==> config.mk <==
export PLATFORM = sky130hd
export DESIGN_NAME = acc_array
export DESIGN_NICKNAME = d
export VERILOG_FILES = /design/src/rtl/acc_array.sv
export SDC_FILE = /design/constraint.sdc
export NUM_CORES = 1
export LEC_CHECK = 0
export BUFFER_PORTS_ARGS = -buffer_cell sky130_fd_sc_hd__buf_2
export CAP_MARGIN = 20
export CORE_MARGIN = 8
export CORE_UTILIZATION = 53
export CTS_CLUSTER_DIAMETER = 80
export CTS_CLUSTER_SIZE = 8
export DETAILED_ROUTE_END_ITERATION = 10
export PLACE_DENSITY = 0.75
export REMOVE_ABC_BUFFERS = 1
export SYNTH_ARGS = -nofsm -noshare
export SYNTH_HDL_FRONTEND = slang
export SYNTH_SLANG_ARGS = --single-unit
==> constraint.sdc <==
create_clock -name clk -period 2.8 [get_ports clk]
set_clock_uncertainty 0.2 [all_clocks]
set_input_delay 0.42 -clock clk [delete_from_list [all_inputs] [get_ports clk]]
set_output_delay 0.42 -clock clk [all_outputs]
set_load 0.02 [all_outputs]
==> src/rtl/acc_array.sv <==
// ----------------------------------------------------------------------------
// acc_array -- multi-channel running-sum accumulator.
//
// Tagged samples arrive over a valid/ready handshake. Each accepted sample is
// added to the running sum of its channel, and the updated {channel, sum,
// sticky overflow flag} is presented through a single registered output stage
// with backpressure. A side-band clear zeroes one channel's sum and flag.
//
// Optional feature macro: ACC_SAT_EN
//   defined   -> a sum that carries out clamps to 2^SUM_W-1
//   undefined -> a sum that carries out wraps modulo 2^SUM_W
//   The sticky overflow flag is set on carry in both builds.
//
// Ports:
//   clk, rst_n        clock (rising edge), asynchronous active-low reset
//   in_valid/in_ready input handshake; in_ready = !out_valid || out_ready
//   in_ch, in_data    target channel and unsigned sample value
//   clr, clr_ch       clear request (no handshake) and channel to clear
//   out_valid/ready   result handshake
//   out_ch, out_sum   channel and its sum after the sample
//   out_ovf           that channel's sticky flag, including this sample
//   ovf_vec           live sticky overflow flags, one bit per channel
// ----------------------------------------------------------------------------
module acc_array #(
    parameter int  IN_W  = 8,
    parameter int  SUM_W = 16,
    parameter int  NCH   = 4,
    localparam int CH_W  = $clog2(NCH)
) (
    input  logic             clk,
    input  logic             rst_n,
    input  logic             in_valid,
    output logic             in_ready,
    input  logic [CH_W-1:0]  in_ch,
    input  logic [IN_W-1:0]  in_data,
    input  logic             clr,
    input  logic [CH_W-1:0]  clr_ch,
    output logic             out_valid,
    input  logic             out_ready,
    output logic [CH_W-1:0]  out_ch,
    output logic [SUM_W-1:0] out_sum,
    output logic             out_ovf,
    output logic [NCH-1:0]   ovf_vec
);

    // Per-channel state
    logic [SUM_W-1:0] sum_q [NCH];
    logic [SUM_W-1:0] sum_d [NCH];
    logic [NCH-1:0]   flag_q, flag_d;

    // Result register
    logic             out_valid_q, out_valid_d;
    logic [CH_W-1:0]  out_ch_q,    out_ch_d;
    logic [SUM_W-1:0] out_sum_q,   out_sum_d;
    logic             out_ovf_q,   out_ovf_d;

    // Datapath for the accepted sample
    logic             accept;
    logic             in_hit;
    logic             clr_hit;
    logic [SUM_W-1:0] base_sum;
    logic             base_flag;
    logic [SUM_W:0]   raw_sum;
    logic [SUM_W-1:0] new_sum;
    logic             new_flag;

    // in_ready depends only on the output stage, never on in_valid.
    assign in_ready = !out_valid_q || out_ready;
    assign accept   = in_valid && in_ready;

    // Out-of-range channels (non-power-of-two NCH) are swallowed silently.
    assign in_hit   = accept && (32'(in_ch) < NCH);
    assign clr_hit  = clr && (32'(clr_ch) < NCH);

    // NOTE: every always_comb output gets a default first so that no path
    // leaves it unassigned, which would otherwise infer a latch.
    always_comb begin
        base_sum  = '0;
        base_flag = 1'b0;
        for (int i = 0; i < NCH; i++) begin
            if (in_ch == CH_W'(i)) begin
                base_sum  = sum_q[i];
                base_flag = flag_q[i];
            end
        end
        // A clear on the same channel in the same cycle acts first, so the
        // sample is added to zero and the old flag is forgotten.
        if (clr_hit && (clr_ch == in_ch)) begin
            base_sum  = '0;
            base_flag = 1'b0;
        end
        raw_sum  = {1'b0, base_sum} + {{(SUM_W + 1 - IN_W){1'b0}}, in_data};
        new_flag = base_flag | raw_sum[SUM_W];
`ifdef ACC_SAT_EN
        new_sum  = raw_sum[SUM_W] ? '1 : raw_sum[SUM_W-1:0];
`else
        new_sum  = raw_sum[SUM_W-1:0];
`endif
    end

    always_comb begin
        flag_d      = flag_q;
        out_valid_d = out_valid_q;
        out_ch_d    = out_ch_q;
        out_sum_d   = out_sum_q;
        out_ovf_d   = out_ovf_q;
        for (int i = 0; i < NCH; i++) begin
            sum_d[i] = sum_q[i];
            if (clr_hit && (clr_ch == CH_W'(i))) begin
                sum_d[i]  = '0;
                flag_d[i] = 1'b0;
            end
            // The accept path already folded in any same-channel clear.
            if (in_hit && (in_ch == CH_W'(i))) begin
                sum_d[i]  = new_sum;
                flag_d[i] = new_flag;
            end
        end

        if (in_hit) begin
            out_valid_d = 1'b1;
            out_ch_d    = in_ch;
            out_sum_d   = new_sum;
            out_ovf_d   = new_flag;
        end else if (out_ready) begin
            out_valid_d = 1'b0;
        end
    end

    // NOTE: state is updated with non-blocking assignments so every flop
    // samples its _d value from before the edge, independent of block order.
    // NOTE: the sum array is small register storage, not a RAM macro, so it is
    // reset together with the rest of the state; reset must discard all sums.
    always_ff @(posedge clk or negedge rst_n) begin
        if (!rst_n) begin
            for (int i = 0; i < NCH; i++) begin
                sum_q[i] <= '0;
            end
            flag_q      <= '0;
            out_valid_q <= 1'b0;
            out_ch_q    <= '0;
            out_sum_q   <= '0;
            out_ovf_q   <= 1'b0;
        end else begin
            for (int i = 0; i < NCH; i++) begin
                sum_q[i] <= sum_d[i];
            end
            flag_q      <= flag_d;
            out_valid_q <= out_valid_d;
            out_ch_q    <= out_ch_d;
            out_sum_q   <= out_sum_d;
            out_ovf_q   <= out_ovf_d;
        end
    end

    assign out_valid = out_valid_q;
    assign out_ch    = out_ch_q;
    assign out_sum   = out_sum_q;
    assign out_ovf   = out_ovf_q;
    assign ovf_vec   = flag_q;

endmodule

==> out/metrics.cfg, run 1 <==
[outcome]
status = finished, violations left
failed_checks = negative setup slack

[timing]
rsz0062_at_grt = yes
hold_slack_ns = 0.0672
maxSlewHeadroom_pct = 54.1
fmax_mhz = 351
period_minus_slack_ns = 2.85
finalCritPeriodShare_pct = 102
timing.final.ws_setup_ns = -0.0506
finalSetupViolations = 6
finalHoldViolCount = 0
drv_slew = 0
final.setup.tns_ns = -0.126
tightestPinTransition_ns = 0.689

[drt]
wirelength_mm = 11.8
postRouteAntennaNets = 0
dr.first_iter.drc_count = 300
first_pass_iters = 5
vias = 3613
post_drt_wl_per_cell_um = 19.9
via_per_inst = 6.09
drc = 0

[global_routing]
antenna_found_initial = 0
grt_usage_pct = 20.6
grt.overflow.total = 0
grt_first_pass_wirelength_mm = 18.5
grt_pass1_vias = 3571
grt_max_degree = 52

[logic_synthesis]
synth_seq_cells = 88
synth_area_um2 = 4390
synth.distinct_cells = 48
synthArstFlopShare_pct = 100
synth_edf_count = 0
yosysTopAreaCell = dfrtp_1
syn_inst = 415
synth_area_leaders = dfrtp_1 50%, mux4_2 7.7%, nand3_1 6.7%
synth_seq_area_share_pct = 50.1
synth_top_area_share_pct = 50.1
ys_warn_count = 0
synth.avg_cell_area_um2 = 10.6
synth-main-ff-cell = dfrtp_1

[pwr]
power_frac_seq_pct = 42.7
power.switching_mw = 1.20
p_leak_nw = 2.43
p_clk_share_pct = 25.0
pwr-share-comb_pct = 32.3
ir_worst_vdd_v = 0.000334
netSwitchingFraction_pct = 32.3
power_density_nw_per_um2 = 682
internal_power_mw = 2.51

[floorplan]
start_util_pct = 54.0
fp.coreArea_um2 = 8130
die_w_um = 107
die-area_um2 = 11500
die-height_um = 107
boundaryPins = 42
std_cell_rows = 33

[clock_network]
root_buffer = clkbuf_8
cts_tree = done
clock_latency_ns = 0.36
numCtsBuffers = 9
path_clk_slew_ns = 0.09
htreeDepth = 3
cts_sinks = 88
cts_buffer_depth = 2

[critical_path]
critPathKind = reg2reg
crit_path_max_incr_delay_ns = 0.49
cp_top_family = compound AO/OA/AOI/OAI gates
crit_arrival_ns = 2.86
path_cells = mux4_2 > and2_4 > ha_4 > o211ai_1 > a21o_1 > a32oi_2 > buf_6 > buf_12 > a31oi_4 > o21ai_4 > o21ai_1
cp_max_fo = 5
critPathRequiredTime_ns = 2.81
reg2regPathDepth = 11
rr_endpoint = sum_q[30]
rrSetupSlack_ns = -0.05
crit_slowest_cell = mux4_2
reg2reg_from = sum_q[5]
worst-path-buf-inv = 2
endpoint_kind = flop
cp-start-kind = flop

[min_path]
hold_path_depth = 2
hold-path-endpoint = out_valid
holdCritPathClass = in2reg
hold_start = in_valid

[final_layout]
syn_to_final_growth_pct = 24.0
nNetsFinal = 510
n_fill_cell = 581
layout_common_cells = 88 x dfrtp_1, 58 x nand3_1, 46 x o21ai_0
antenna_cells = 0
drive_gt1_share_pct = 32.6
final_common_cell = dfrtp_1

[placement]
place_congestion = 0.814
dpl.hpwl_mm = 7.71
pre_cts_ws_ns = -0.563
portBuffers = 41

[flow_run]
drv_cap = 0

-- per-layer routing --
metal	wire length [um]	track usage (%)
met3	607	4.20
met2	6070	34.9
met1	4870	25.1
met4	228	8.44
met5	0	0
-- state kept, by name (all words and copies together), names as in the netlist --
register	count
out_ch	2
out_ovf	1
out_sum	16
out_valid	1
ovf_vec	4
sum_q	64
-- power by group through the flow --
stage	clock network (mW)	logic [mW]	registers, mW
finish	0.929	1.20	1.59
CTS	0.927	1.09	1.58
detailed placement	0	1.03	1.61
floorplan	0	0.519	1.66
global placement	0	0.994	1.60
global route	0.991	1.31	1.60
-- cell families after synthesis --
logic type / synth area share, %
flip-flops: 50.1
AND/OR/NAND/NOR: 17.1
XOR/XNOR: 3.68
buffers and inverters: 3.42
adder cells (fa/ha/maj): 2.74
AO/OA/AOI/OAI: 14.0
multiplexers: 8.92
-- how the worst max path moves through the flow --
stage          cells past startpoint      start  slack [ns]   endpoint
3_3_place_gp                      11   in_ch[0]       -0.51  sum_q[57]
2_1_floorplan                     12  clr_ch[1]       -0.25  sum_q[44]
3_5_place_dp                      11   in_ch[0]       -0.56  sum_q[40]
6_report                          11   sum_q[5]       -0.05  sum_q[30]
4_1_cts                           13  sum_q[16]       -0.02  sum_q[46]
5_1_grt                           13  sum_q[16]       -0.13  sum_q[30]
-- stage by stage --
| stage | utilization (%) | std cells | area, um^2 | total power [mW] |
|---|---|---|---|---|
| after floorplan | - | 387 | 4260 | 2.18 |
| after global routing | 66.9 | 593 | 5440 | 3.91 |
| after global placement | 60.6 | 571 | 4930 | 2.59 |
| after CTS | 64.8 | 588 | 5270 | 3.60 |
| final | 66.9 | 593 | 5440 | 3.71 |
| after detailed placement | 60.6 | 571 | 4930 | 2.63 |
-- cell type report --
cell class              instances  area [um^2]  share of cell area, %
clock inverters                 3         40.0                  0.735
well taps                     105          131                   2.41
repair buffers                 86          596                   10.9
flip-flops and latches         88         2200                   40.5
clock buffers                  12          165                   3.03
inverters                       6         22.5                  0.414
multi-input cells             293         2290                   42.0
-- synth_stat cells (all sizes together), types with 4 or more instances --
cell type / count
a21oi: 5
a32o: 4
and2: 11
buf: 7
clkbuf: 21
dfrtp: 88
ha: 8
inv: 6
mux4: 15
nand2: 42
nand2b: 5
nand3: 61
nor2: 7
o21ai: 85
xnor2: 9
xor2: 6
-- timing repair --
item	in CTS	in global routing
hold endpoints to repair	49	0
pin swaps	5	32
resized for setup	15	31
hold buffers	1	0
setup buffers	1	5
endpoints found under the setup margin	45	47
(Power assumes the default switching activity.)
==> run 2, diff against run 1 <==
--- a/config.mk
+++ b/config.mk
@@ -12,6 +12,7 @@
 export CTS_CLUSTER_DIAMETER = 80
 export CTS_CLUSTER_SIZE = 8
 export DETAILED_ROUTE_END_ITERATION = 10
+export GPL_TIMING_DRIVEN = 0
 export PLACE_DENSITY = 0.75
 export REMOVE_ABC_BUFFERS = 1
 export SYNTH_ARGS = -nofsm -noshare
==> run 2 against run 1 <==
  * The run still ends with negative setup slack left
  * Register-to-register slack lost 0.04 ns
  * Flip-flop and latch count stayed put
  * Non-clock buffer count is 30 lower
  * Die area stayed put
  * Sequential power hardly changed
  * Cell area shrank 3.9%
  * Sequential share of layout area increased by 1.6 points
  * Largest power group unchanged
==> out/metrics.cfg, run 2 (synthesized netlist as in run 1, its figures left out) <==
[global_routing]
grt.overflow.total = 0  ; unchanged
grt_max_degree = 71  ; +37%
grt_usage_pct = 19.2  ; -1.4 points
grt_first_pass_wirelength_mm = 17.4  ; -5.7%
grt_pass1_vias = 3463  ; -3.0%
antenna_found_initial = 0  ; unchanged

[clock_network]
cts_sinks = 88  ; unchanged
clock_latency_ns = 0.35  ; about the same
numCtsBuffers = 9  ; unchanged
cts_buffer_depth = 2  ; unchanged
root_buffer = clkbuf_8
path_clk_slew_ns = 0.08  ; about the same
cts_tree = done
htreeDepth = 3  ; unchanged

[drt]
dr.first_iter.drc_count = 216  ; -28%
highest_layer = met4
via_per_inst = 6.10  ; about the same
wirelength_mm = 10.6  ; -9.9%
drc = 0  ; unchanged
post_drt_wl_per_cell_um = 18.9  ; -4.9%
met3_length_um = 502  ; -17%
vias = 3426  ; -5.2%
wirelength_met1_mm = 4.35  ; -11%
first_pass_iters = 5  ; unchanged
wl_met2_mm = 5.48  ; -9.8%
postRouteAntennaNets = 0  ; unchanged

[outcome]
status = finished, violations left
failed_checks = negative setup slack

[timing]
maxSlewHeadroom_pct = 30.2  ; -24 points
period_minus_slack_ns = 2.89  ; +0.0375 ns
timing.final.ws_setup_ns = -0.0881  ; -0.0375 ns
finalHoldViolCount = 0  ; unchanged
drv_slew = 0  ; unchanged
tightestPinTransition_ns = 1.04  ; +0.355 ns
rsz0062_at_grt = yes
finalSetupViolations = 20  ; +14
finalCritPeriodShare_pct = 103  ; +1.3 points
fmax_mhz = 346  ; -1.3%
final.setup.tns_ns = -0.606  ; -0.480 ns

[floorplan]
fp.coreArea_um2 = 8130  ; unchanged
die-area_um2 = 11500  ; unchanged
boundaryPins = 42  ; unchanged
die_w_um = 107  ; unchanged
die-height_um = 107  ; unchanged
std_cell_rows = 33  ; unchanged
start_util_pct = 54.0  ; unchanged

[final_layout]
nNetsFinal = 480  ; -5.9%
drive_gt1_share_pct = 28.0  ; -4.6 points
largest_register_ffs = 64  ; unchanged
final_common_cell = dfrtp_1
syn_to_final_growth_pct = 19.1
layout_common_cells = 88 x dfrtp_1, 58 x nand3_1, 52 x o21ai_0
largest_register = sum_q
antenna_cells = 0  ; unchanged
utilization_pct = 64.3  ; -2.6 points

[critical_path]
critPathRequiredTime_ns = 2.80  ; about the same
cp_max_fo = 6  ; +1
rrSetupSlack_ns = -0.09  ; -0.04 ns
cp-start-kind = flop
endpoint_kind = flop
critPathKind = reg2reg
crit_arrival_ns = 2.89  ; +0.03 ns

[pwr]
power.switching_mw = 1.11  ; -7.6%
power_frac_seq_pct = 46.8  ; +4.1 points
ir_worst_vdd_v = 0.000272  ; -19%
p_clk_share_pct = 22.4  ; -2.6 points
p_leak_nw = 2.31  ; -5.3%
power_density_nw_per_um2 = 644  ; -5.5%
netSwitchingFraction_pct = 32.9  ; +0.57 points
internal_power_mw = 2.26  ; -10%
pwr-share-comb_pct = 30.8  ; -1.5 points

[placement]
place_congestion = 0.836  ; +2.7%
portBuffers = 41  ; unchanged
dpl.hpwl_mm = 6.69  ; -13%

[min_path]
holdCritPathClass = in2reg

[flow_run]
drv_cap = 0  ; unchanged

## run 2: final timing paths
path                       startpoint          to  cells past startpoint
setup / recovery             sum_q[3]   sum_q[46]                     10
hold / removal               in_valid   out_valid                      2
setup reg to reg             sum_q[3]   sum_q[46]                     10
hold reg to reg            out_sum[6]  out_sum[6]                      2
max in group asynchronous       rst_n  out_sum[8]                      3
min in group asynchronous       rst_n  out_sum[3]                      2
## run 2: routing by layer
metal / GRT usage (%) / up-vias
met5: 0 / -
li1: - / 1573
met2: 32.5 / 112
met1: 23.5 / 1715
met3: 2.40 / 26
met4: 10.3 / 0
## run 2: critical path, cell delays in order (launching register included)
cell	delay, ns
dfrtp_1	0.39
mux4_2	0.47
and2_4	0.16
ha_4	0.28
o211ai_1	0.10
a21o_1	0.21
a32oi_4	0.35
buf_6	0.16
a31oi_4	0.09
o21ai_4	0.24
o21ai_1	0.08
## run 2: repair_timing
action / CTS / global route
hold buffers: 1 / 0
setup endpoints to repair: 80 / 57
gates cloned: 1 / 0
buffers inserted: 7 / 3
gates resized for setup: 40 / 11
endpoints found under the hold margin: 18 / 0
pin swaps: 22 / 16
## run 2: per-stage QoR
step	power [mW]	hold WS [ns]	instance area, um^2	setup slack (ns)	std cells
final	3.37	0.0788	5230	-0.0881	562
after global routing	3.55	0.0826	5230	-0.147	562
after CTS	3.35	0.0720	5150	-0.0794	558
after detailed placement	2.47	0.126	4660	-1.57	535
after global placement	2.41	0.255	4600	-1.51	533
after floorplan	2.18	-0.0756	4260	-0.255	387
## run 2: cell type report
| cell class | count | area [um^2] |
|---|---|---|
| clock buffer | 13 | 149 |
| timing repair buffer | 56 | 437 |
| clock inverter | 1 | 5.00 |
| inverter | 6 | 22.5 |
| tap | 105 | 131 |
| fill | 628 | 2900 |
| multi-input combinational | 293 | 2280 |
| sequential | 88 | 2200 |
## run 2: power groups by stage
stage	Sequential, mW	Clock [mW]	Combinational, mW
6_report	1.58	0.754	1.04
3_5_place_dp	1.60	0	0.868
5_1_grt	1.60	0.811	1.14
4_1_cts	1.58	0.764	1.01
3_3_place_gp	1.59	0	0.828
2_1_floorplan	1.66	0	0.519
